[config.mk]
export PLATFORM = sky130hd
export DESIGN_NAME = op_imm_encoder
export DESIGN_NICKNAME = d
export VERILOG_FILES = /design/src/rtl/op_imm_encoder.sv
export SDC_FILE = /design/constraint.sdc
export NUM_CORES = 1
export LEC_CHECK = 0
export BUFFER_PORTS_ARGS = -buffer_cell sky130_fd_sc_hd__buf_2
export CAP_MARGIN = 20
export CORE_UTILIZATION = 45
export CTS_CLUSTER_SIZE = 14
export DETAILED_ROUTE_END_ITERATION = 8
export PLACE_DENSITY = 0.75
export RECOVER_POWER = 100
export SYNTH_ARGS = -nofsm -noshare
export SYNTH_HDL_FRONTEND = slang
export SYNTH_SLANG_ARGS = --single-unit
export TNS_END_PERCENT = 30
[constraint.sdc]
create_clock -name clk -period 6.55 [get_ports clk]
set_input_delay 0 -clock clk [delete_from_list [all_inputs] [get_ports clk]]
set_output_delay 0 -clock clk [all_outputs]
set_load 0.1 [all_outputs]
[src/rtl/op_imm_encoder.sv]
// OP-IMM re-encoder: turns a decoded OP-IMM instruction back into an RV32I word,
// tags it with an instruction-memory byte address and queues it in a 2-entry buffer.
package op_imm_pkg;
  typedef logic [31:0] t_word;

  typedef enum logic [2:0] {
    OK_OP_IMM = 3'd0,
    OK_OP     = 3'd1,
    OK_LOAD   = 3'd2,
    OK_STORE  = 3'd3,
    OK_BRANCH = 3'd4,
    OK_OTHER  = 3'd5
  } t_instr_kind;

  typedef enum logic [3:0] {
    FK_ADD  = 4'd0,
    FK_SUB  = 4'd1,
    FK_SLT  = 4'd2,
    FK_SLTU = 4'd3,
    FK_AND  = 4'd4,
    FK_OR   = 4'd5,
    FK_XOR  = 4'd6,
    FK_SLL  = 4'd7,
    FK_SRL  = 4'd8,
    FK_SRA  = 4'd9
  } t_func_kind;

  typedef struct packed {
    t_func_kind  func;
    logic [4:0]  dest_register;
    logic [4:0]  src_register;
    logic [31:0] immediate_value;
  } t_op_imm_instr;

  typedef struct packed {
    t_instr_kind   kind;
    t_op_imm_instr payload;
  } t_decoded_instr;
endpackage

module op_imm_encoder
  import op_imm_pkg::*;
#(
  parameter logic [31:0] BASE_ADDR = 32'h0000_0000,
  parameter int          ERR_CNT_W = 8
) (
  input  logic                 clk,
  input  logic                 reset,
  input  logic                 in_valid,
  output logic                 in_ready,
  input  t_decoded_instr       in_instr,
  output logic                 out_valid,
  input  logic                 out_ready,
  output t_word                out_word,
  output logic [31:0]          out_addr,
  output logic                 err_sticky,
  output logic [ERR_CNT_W-1:0] err_count
);

  logic [1:0]           count_q, count_d;
  t_word                head_word_q, head_word_d;
  logic [31:0]          head_addr_q, head_addr_d;
  t_word                tail_word_q, tail_word_d;
  logic [31:0]          tail_addr_q, tail_addr_d;
  logic [31:0]          next_addr_q, next_addr_d;
  logic                 err_sticky_q, err_sticky_d;
  logic [ERR_CNT_W-1:0] err_count_q, err_count_d;

  logic        func_known;
  logic        is_shift;
  logic        is_sra;
  logic [2:0]  funct3;
  logic        arith_imm_ok;
  logic        shamt_ok;
  logic        enc_legal;
  t_word       enc_word;
  logic [31:0] imm;

  logic accept;
  logic push;
  logic pop;
  logic drop;

  assign imm = in_instr.payload.immediate_value;

  always_comb begin
    func_known = 1'b1;
    is_shift   = 1'b0;
    is_sra     = 1'b0;
    funct3     = 3'b000;
    case (in_instr.payload.func)
      FK_ADD:  funct3 = 3'b000;
      FK_SLT:  funct3 = 3'b010;
      FK_SLTU: funct3 = 3'b011;
      FK_XOR:  funct3 = 3'b100;
      FK_OR:   funct3 = 3'b110;
      FK_AND:  funct3 = 3'b111;
      FK_SLL: begin
        funct3   = 3'b001;
        is_shift = 1'b1;
      end
      FK_SRL: begin
        funct3   = 3'b101;
        is_shift = 1'b1;
      end
      FK_SRA: begin
        funct3   = 3'b101;
        is_shift = 1'b1;
        is_sra   = 1'b1;
      end
      default: func_known = 1'b0;
    endcase

    // A 12-bit immediate survives sign extension only if bits 31..11 all match.
    arith_imm_ok = (&imm[31:11]) | ~(|imm[31:11]);
    shamt_ok     = ~(|imm[31:5]);
    enc_legal    = (in_instr.kind == OK_OP_IMM) && func_known &&
                   (is_shift ? shamt_ok : arith_imm_ok);

    enc_word = {(is_shift ? {(is_sra ? 7'b0100000 : 7'b0000000), imm[4:0]} : imm[11:0]),
                in_instr.payload.src_register,
                funct3,
                in_instr.payload.dest_register,
                7'b0010011};
  end

  assign in_ready   = (count_q != 2'd2);
  assign out_valid  = (count_q != 2'd0);
  assign out_word   = head_word_q;
  assign out_addr   = head_addr_q;
  assign err_sticky = err_sticky_q;
  assign err_count  = err_count_q;

  assign accept = in_valid && in_ready;
  assign push   = accept && enc_legal;
  assign drop   = accept && !enc_legal;
  assign pop    = out_valid && out_ready;

  always_comb begin
    count_d      = count_q;
    head_word_d  = head_word_q;
    head_addr_d  = head_addr_q;
    tail_word_d  = tail_word_q;
    tail_addr_d  = tail_addr_q;
    next_addr_d  = next_addr_q;
    err_sticky_d = err_sticky_q;
    err_count_d  = err_count_q;

    if (push) begin
      next_addr_d = next_addr_q + 32'd4;
    end

    if (drop) begin
      err_sticky_d = 1'b1;
      if (err_count_q != {ERR_CNT_W{1'b1}}) begin
        err_count_d = err_count_q + {{(ERR_CNT_W-1){1'b0}}, 1'b1};
      end
    end

    // Head register keeps the last popped entry while the queue is empty.
    case (count_q)
      2'd0: begin
        if (push) begin
          head_word_d = enc_word;
          head_addr_d = next_addr_q;
          count_d     = 2'd1;
        end
      end
      2'd1: begin
        if (push && pop) begin
          head_word_d = enc_word;
          head_addr_d = next_addr_q;
        end else if (push) begin
          tail_word_d = enc_word;
          tail_addr_d = next_addr_q;
          count_d     = 2'd2;
        end else if (pop) begin
          count_d = 2'd0;
        end
      end
      default: begin
        if (pop) begin
          head_word_d = tail_word_q;
          head_addr_d = tail_addr_q;
          count_d     = 2'd1;
        end
      end
    endcase
  end

  always_ff @(posedge clk) begin
    if (reset) begin
      count_q      <= 2'd0;
      head_word_q  <= '0;
      head_addr_q  <= '0;
      tail_word_q  <= '0;
      tail_addr_q  <= '0;
      next_addr_q  <= BASE_ADDR;
      err_sticky_q <= 1'b0;
      err_count_q  <= '0;
    end else begin
      count_q      <= count_d;
      head_word_q  <= head_word_d;
      head_addr_q  <= head_addr_d;
      tail_word_q  <= tail_word_d;
      tail_addr_q  <= tail_addr_d;
      next_addr_q  <= next_addr_d;
      err_sticky_q <= err_sticky_d;
      err_count_q  <= err_count_d;
    end
  end

endmodule

== Word-level counts from Yosys, hierarchy flattened ==
Cells that the tools add are included.

* Flip-flop bits (word level): 167
* Bits of input ports: 53
* Output and inout port bits: 75

* Reduce and logical (&&, ||, !) cells: 23
* Equality and inequality tests: 15
* Add/sub/neg operators: 2
* Muxes and demuxes: 21
* Bitwise gates (word level): 4

{| class="wikitable"
|+ Operator list
! cell !! count
|-
| 32-bit 2-to-1 mux || 6
|-
| 32-bit case mux with 2 select lines || 2
|-
| 32-bit by 3-bit adder with 32-bit output, second input constant || 1
|-
| 27-bit OR reduction || 1
|-
| 3-bit case mux with 7 select lines || 1
|-
| 21-bit AND reduction || 1
|-
| 21-bit OR reduction || 1
|-
| 4-bit by 3-bit equality test with 1-bit output, second input constant || 4
|-
| 12-bit 2-to-1 mux || 1
|-
| 2-bit 2-to-1 mux || 5
|-
| 9-bit OR reduction || 1
|-
| 8-bit by 1-bit adder with 8-bit output, second input constant || 1
|-
| 4-bit by 2-bit equality test with 1-bit output, second input constant || 2
|-
| 4-bit equality test, second input constant || 2
|-
| 2-bit != test, second input constant || 4
|-
| 8-bit != test, second input constant || 1
|-
| 1-bit logical AND || 7
|-
| 6-bit 2-to-1 mux || 1
|-
| 3-bit AND reduction || 2
|-
| 4-bit zero test || 1
|-
| 1-bit 2-to-1 mux || 4
|-
| 2-bit case mux with 2 select lines || 1
|-
| 4-bit AND reduction || 1
|-
| 3-bit zero test || 1
|-
| other kinds (11) || 13
|}

== Logic depth before layout (Yosys ltp) ==
Gate-level depths: netlist of the first run.

* Word-level depth: 9
* Mapped depth: 10

== Worst setup path after synthesis of the first run ==
No wires, ideal clock.

* Path type: flip-flop to flip-flop
* From: reg count_q[0]
* To: reg next_addr_q[15]
* Stages on the path, launching flop included: 9
* Period minus slack after synthesis: 3.041 ns
* Library setup time: 0.069 ns
* Arrival: 2.973 ns
* Path slack: 3.509 ns
* Cells stage by stage: dfxtp_1 > buf_2 > nand2b_1 > nand2_1 > or4_1 > o32a_1 > buf_6 > or4_1 > o21ai_1

* Longest elaborated chain between the ends: 3

{| class="wikitable"
|+ Ends and longest elaborated chain
! element !! RTL line !! text
|-
| from (decl) || 60 || <nowiki>logic [1:0] count_q, count_d;</nowiki>
|-
| from (signal assigned) || 202 || <nowiki>count_q <= count_d;</nowiki>
|-
| 2-bit != test || 127 || <nowiki>assign in_ready = (count_q != 2'd2);</nowiki>
|-
| net in_ready || 50 || <nowiki>output logic in_ready,</nowiki>
|-
| 1-bit logical AND || 134 || <nowiki>assign accept = in_valid && in_ready;</nowiki>
|-
| 1-bit logical AND || 135 || <nowiki>assign push = accept && enc_legal;</nowiki>
|-
| to (signal assigned) || 207 || <nowiki>next_addr_q <= next_addr_d;</nowiki>
|-
| to (decl) || 65 || <nowiki>logic [31:0] next_addr_q, next_addr_d;</nowiki>
|}

The timed path passes the listed nets, and every way through them passes these cells.
A chain may end at the register's enable or synchronous reset.

== Final worst setup path of the first run ==
* From: in in_instr[9] (netlist bit)
* To: reg tail_addr_q[31]

* Longest elaborated chain between the ends: 8

{| class="wikitable"
|+ Ends and longest elaborated chain
! element !! RTL line !! text
|-
| from (decl) || 51 || <nowiki>input t_decoded_instr in_instr,</nowiki>
|-
| 27-bit OR reduction * || 116 || <nowiki>shamt_ok = ~(|imm[31:5]);</nowiki>
|-
| 1-bit NOT * || 116 ||
|-
| 1-bit 2-to-1 mux * || 118 || <nowiki>(is_shift ? shamt_ok : arith_imm_ok);</nowiki>
|-
| 1-bit logical AND * || 117 || <nowiki>enc_legal = (in_instr.kind == OK_OP_IMM) && func_known &&</nowiki>
|-
| 1-bit logical AND * || 135 ||
|-
| 1-bit logical AND || 170 || <nowiki>if (push && pop) begin</nowiki>
|-
| 1-bit NOT (no source line) || -- ||
|-
| 3-bit AND reduction (no source line) * || -- ||
|-
| to (signal assigned) || 206 || <nowiki>tail_addr_q <= tail_addr_d;</nowiki>
|-
| to (decl) || 64 || <nowiki>logic [31:0] tail_addr_q, tail_addr_d;</nowiki>
|}

Every way passes the cells marked *; elsewhere a longest branch is shown, timed or not.

==> impl_metrics.json, run 1 <==
{
  "run_status": "finished, violations left",
  "failed_checks": "max-capacitance violations, max-slew violations",
  "total_wire_length_after_detailed_routing_mm": 18.2,
  "timing.max_slew.rel_slack_pct": -26.5,
  "netlist_area_sq_um": 7220,
  "floorplan.core_area_sq_um": 15400,
  "area_delta_synth_final_pct": 16.4,
  "grt_remaining_overflow": 0,
  "number_of_global_route_vias_before_repair": 6051,
  "ff2ff_setup_slack_ns": 2.45,
  "max_cap_violations": 3,
  "port_buffers": 121,
  "crit_path_frequent_cell": "clkbuf_1",
  "tritoncts": "built",
  "worstHoldPathCells": 2,
  "setup_crit_end": "tail_addr_q[31]",
  "cts_hold_buf": 22,
  "first_pass_iters": 5,
  "synth.ff_latch_count": 153,
  "postSynth.topFlopCell": "dfxtp_1",
  "p_leak_nw": 2.69,
  "timing.reg2reg.worst_path_depth": 7,
  "routedWlPerCell_microns": 16.3,
  "synth-seq-area-share_pct": 42.4,
  "clock_sink_total": 153,
  "synth.top_cell.area_share_pct": 42.4,
  "timing.hold.worst.start": "reset",
  "clk_pin_slew_ns": 0.06,
  "synthCells": 807,
  "dpl.hpwl_mm": 11.2,
  "floorplan.initialDensity_pct": 46.8,
  "ys.warnings.count": 0,
  "cp_slowest_cell": "nand2b_1",
  "clk_path_buf_depth": 2,
  "max_slew.worst_pin.slew_ns": 1.89,
  "r2r_start": "count_q[1]",
  "io_pins": 128,
  "grt_util_all_layers_pct": 22.8,
  "max_clock_freq_mhz": 235,
  "synth.top_cells.by_count": "dfxtp_1, a21oi_1, mux2i_1, nand2_1, clkbuf_1",
  "synth.most_common_cell": "dfxtp_1",
  "final_net_count": 948,
  "antennaDiodeCount": 0,
  "cts-root-buf": "clkbuf_16",
  "final-hold-violation-count": 0,
  "required_ns": 6.86,
  "chipWidth_microns": 129,
  "synth.avg_cell_area_sq_um": 8.94,
  "regToRegEndpoint": "out_word[4]",
  "worst_ir_drop_vdd_uv": 180,
  "synth.largest_area_cell": "dfxtp_1",
  "drtAntennaViolNets": 0,
  "cp_cell_sequence": "dlygate4sd3_1 -> clkbuf_1 -> nor4_1 -> nand3_1 -> a2111o_1 -> o21ai_0 -> clkbuf_1 -> nand2b_1 -> a31o_2",
  "drcViolationCount": 0,
  "timing.final.crit_share_pct": 64.9,
  "drt_first_iter_violations": 538,
  "async_flop_share_pct": 0,
  "finClkSkew_ns": 0.00648,
  "cts_resized": 0,
  "timing.critical_path.to_type": "flop",
  "critical_path_arrival_ns": 4.56,
  "insertion_delay_ns": 0.43,
  "fp.dieArea_sq_um": 16500,
  "post_route_utilization_pct": 54.4,
  "startpoint_type": "input pin",
  "yosysUniqueCellTypes": 60,
  "final.setup.tns_ns": 0,
  "setup_viol_count_final": 0,
  "gp_routability_congestion": 0.803,
  "grt_start_max_net_pins": 72,
  "worst_hold_path_type": "in -> reg",
  "timing.setup.critical_path_class": "in -> reg",
  "timing.final.crit_period_ns": 4.25,
  "post_synth_main_area_contributors": "dfxtp_1, mux2i_1, a211oi_1",
  "crit_start": "in_instr[9]",
  "synth-edff-count": 0,
  "cts.repair_timing.setup_buffer_count": 0,
  "vias_per_cell": 5.86,
  "grt_pass1_wl_mm": 30.2,
  "placement_rows": 45,
  "num_vias": 6541,
  "slew_violations": 101,
  "pwr_density_cell_nw_per_um2": 234,
  "layout-drive-gt1-share_pct": 13.0,
  "crit_fanout": 36,
  "antenna_found_initial": 0,
  "grt_setup_unrepaired": "false",
  "vertical_die_dimension_microns": 129,
  "htree_num_levels": 4,
  "cpPeakStageDelay_ns": 1.14,
  "cts_buffers": 17,
  "final.fill_count": 1466
}
-- routing by layer --
| layer | wire length (microns) | track usage [%] |
|---|---|---|
| met1 | 8180 | 29.2 |
| met2 | 8940 | 38.5 |
| met3 | 836 | 4.53 |
| met4 | 244 | 7.13 |
| met5 | 0 | 0 |
-- placed cells by master, fill, tap and decap left out, types with 3 or more instances in the layout --
master         instances
or2_2                 17
o21a_1                 3
conb_1                 6
buf_4                  5
or3_1                  3
buf_2                 50
mux2i_1               61
nor3_1                40
nand4_1               27
or4_1                 14
a31o_2                 7
a211oi_1              49
nor2b_1                5
o211a_1                6
nand2_1               61
nor2_1                28
o2111ai_1              7
clkbuf_16             17
a31oi_1                6
dlygate4sd3_1         22
a31o_1                23
inv_1                  6
o21ai_0               22
dfxtp_1              152
nor4_1                 7
nor3b_1                6
clkbuf_8               6
nor4b_1                4
a21oi_1               73
nand2b_1               3
nand3_1               14
or4b_1                 4
o211ai_1              11
clkbuf_1              73
o31ai_1               29
clkinv_2               5
-- where the power goes --
group	switching (W)	leakage, nW	internal [W]
sequential	0.00000176	1.23	0.000932
combinational	0.0000815	1.18	0.0000356
clock	0.000374	0.278	0.000539
-- sequential cells by signal, summed over array words and instances, names as in the netlist --
signal,cells
count_q,2
err_count,8
err_sticky,1
next_addr_q,30
out_addr,30
out_word,26
tail_addr_q,30
tail_word_q,26
-- cells by family (layout without fill, tap and decap cells) --
| family | after synthesis | count (layout) | synth area share (%) |
|---|---|---|---|
| other | 1 | 6 | 0.0520 |
| buffers and inverters | 94 | 187 | 5.91 |
| adder cells (fa/ha/maj) | 2 | 2 | 0.347 |
| AND/OR/NAND/NOR | 244 | 244 | 18.7 |
| multiplexers | 61 | 61 | 8.46 |
| AO/OA/AOI/OAI | 248 | 248 | 23.6 |
| flip-flops | 153 | 153 | 42.4 |
| XOR/XNOR | 4 | 4 | 0.486 |
-- through the flow --
| step | area [sq um] | setup WS [ns] | total power [W] | cells | hold slack (ns) |
|---|---|---|---|---|---|
| 2_1_floorplan | 7240 | 3.51 | 0.00103 | 812 | 0.0793 |
| 3_5_place_dp | 7770 | 3.28 | 0.00106 | 1063 | 0.275 |
| 5_1_grt | 8400 | 1.93 | 0.00202 | 1116 | 0.0772 |
| 6_report | 8400 | 2.30 | 0.00196 | 1116 | 0.0582 |
| 4_1_cts | 8550 | 3.33 | 0.00198 | 1116 | 0.0509 |
| 3_3_place_gp | 7770 | 3.28 | 0.00106 | 1063 | 0.268 |
-- worst min path at each step --
| stage | to |
|---|---|
| after floorplan | count_q[1] |
| after global placement | count_q[1] |
| after detailed placement | tail_word_q[24] |
| after CTS | tail_word_q[13] |
| after global routing | err_count[0] |
| final | err_count[0] |
-- worst max-delay path, delay by kind of cell --
kind,cells,cell delay [ns]
AO/OA/AOI/OAI,3,1.39
buffers and inverters,3,1.44
AND/OR/NAND/NOR,3,1.71
-- final cells by class --
class / count / area (sq um) / share of cell area, %
multi-input combinational: 565 / 3710 / 44.2
timing repair buffer: 149 / 778 / 9.27
tap: 211 / 264 / 3.14
clock inverter: 7 / 41.3 / 0.492
sequential: 153 / 3070 / 36.5
clock buffer: 24 / 512 / 6.09
inverter: 7 / 26.3 / 0.313
Note: power is estimated with default switching activity, not from simulation.
==> run 2, diff against run 1 <==
- PLACE_DENSITY: 0.75 -> 0.78
- clock period: 6.55 -> 3.65 ns (I/O delays scaled with it)
==> run 2 against run 1 <==
The run now ends clean. Clock power up 89%. Total power up 84%. Sequential share of layout area down 0.53 points. Critical path type unchanged. Critical endpoint is now tail_addr_q[22]. Largest cell class unchanged.
==> impl_metrics.json, run 2 (synthesis gave the netlist of run 1 again) <==
{
  "timing.reg2reg.worst_path_depth": 7,
  "regToRegEndpoint": "out_addr[24]",
  "cts.repair_timing.setup_buffer_count": 0,
  "grt_util_all_layers_pct": 23.3,
  "max_cap_violations": 0,
  "timing.hold.worst.start": "reset",
  "required_ns": 3.97,
  "setup_viol_count_final": 0,
  "clock_sink_total": 153,
  "antennaDiodeCount": 0,
  "first_pass_iters": 5,
  "timing.final.crit_share_pct": 87.3,
  "crit_fanout": 47,
  "drtAntennaViolNets": 0,
  "insertion_delay_ns": 0.43,
  "grt_start_max_net_pins": 70,
  "critical_path_arrival_ns": 3.50,
  "total_wire_length_after_detailed_routing_mm": 18.9,
  "max_clock_freq_mhz": 314,
  "htree_num_levels": 4,
  "antenna_found_initial": 0,
  "finClkSkew_ns": 0.00737,
  "dpl.hpwl_mm": 11.8,
  "crit_start": "in_instr[45]",
  "pwr_density_cell_nw_per_um2": 424,
  "drcViolationCount": 0,
  "num_vias": 6697,
  "clk_path_buf_depth": 2,
  "fin_ws_ns": 0.464,
  "clk_pin_slew_ns": 0.06,
  "floorplan.core_area_sq_um": 15400,
  "worst_hold_slack_ns": 0.0460,
  "vertical_die_dimension_microns": 129,
  "number_of_global_route_vias_before_repair": 6022,
  "r2r_start": "count_q[1]",
  "startpoint_type": "input pin",
  "port_buffers": 121,
  "timing.final.crit_period_ns": 3.19,
  "cts-root-buf": "clkbuf_16",
  "grt_pass1_wl_mm": 30.5,
  "grt_remaining_overflow": 0,
  "fp.dieArea_sq_um": 16500,
  "setup_crit_end": "tail_addr_q[22]",
  "chipWidth_microns": 129,
  "layout_common_cells": "dfxtp_1, a21oi_1, clkbuf_1, nand2_1, mux2i_1",
  "layout-drive-gt1-share_pct": 14.1,
  "max_slew.worst_pin.slew_ns": 1.21,
  "floorplan.initialDensity_pct": 46.8,
  "dp_slack_ns": 0.890,
  "run_status": "completed",
  "worst_ir_drop_vdd_uv": 397,
  "p_leak_nw": 2.74,
  "final_net_count": 955,
  "cts_buffers": 17,
  "vias_per_cell": 5.96,
  "routedWlPerCell_microns": 16.8,
  "final.setup.tns_ns": 0,
  "drt_first_iter_violations": 538,
  "placement_rows": 45,
  "timing.setup.critical_path_class": "in -> reg",
  "slew_violations": 0,
  "gp_routability_congestion": 0.810,
  "area_delta_synth_final_pct": 18.1,
  "leading_cell_type_in_the_layout_fill_and_taps_excluded": "dfxtp_1",
  "ff2ff_setup_slack_ns": 0.87,
  "grt_setup_unrepaired": "false",
  "final-hold-violation-count": 0,
  "timing.max_slew.rel_slack_pct": 19.9,
  "io_pins": 128,
  "tritoncts": "built",
  "timing.critical_path.to_type": "flop",
  "worst_hold_path_type": "in -> reg"
}
-- run 2: how the worst min path moves through the flow --
stage | end | slack [ns] | depth (start not counted)
after floorplan | count_q[1] | 0.08 | 1
after global placement | count_q[1] | 0.26 | 2
after detailed placement | count_q[1] | 0.27 | 2
after CTS | err_count[0] | 0.03 | 2
after global routing | tail_word_q[7] | 0.06 | 2
final | err_count[0] | 0.05 | 2
-- run 2: worst max-delay path, cell delays in order --
cell and delay (ns):
dlygate4sd3_1 0.53, clkbuf_1 0.21, nor4b_1 0.84, nor4b_1 0.21, nand3_2 0.18, o21a_2 0.82
buf_4 0.38, nor3_1 0.09, a31o_1 0.20
-- run 2: stage by stage --
stage	utilization, %	total power, W	std cells	area [sq um]
2_1_floorplan	-	0.00185	812	7240
3_5_place_dp	50.6	0.00191	1067	7810
4_1_cts	55.9	0.00364	1123	8630
3_3_place_gp	50.6	0.00191	1067	7810
5_1_grt	55.2	0.00373	1124	8520
6_report	55.2	0.00362	1124	8520
-- run 2: report_power, final --
part           internal [W]  switching [W]  total (W)
Clock               0.00101       0.000719    0.00173
Combinational     0.0000654       0.000150   0.000215
Sequential          0.00167     0.00000305    0.00168
-- run 2: final cells by class --
class                      instances  area [sq um]
clock inverter                    14           148
tap                              211           264
inverter                           7          26.3
fill                            1450          6900
multi-input combinational        565          3720
clock buffer                      18           429
sequential                       153          3070
timing repair buffer             156           866
-- run 2: what timing repair did --
item / in CTS / in global routing
resized for setup: 0 / 0
hold buffers: 24 / 0
hold endpoints to repair: 43 / 0
-- run 2: per-layer routing --
layer / vias to the layer above / GRT usage [%] / part of all wire [%]
met5: - / 0 / 0
met4: 0 / 8.37 / 1.8
met3: 30 / 4.57 / 5.5
met2: 219 / 38.2 / 48
met1: 3211 / 30.4 / 45
li1: 3237 / - / -
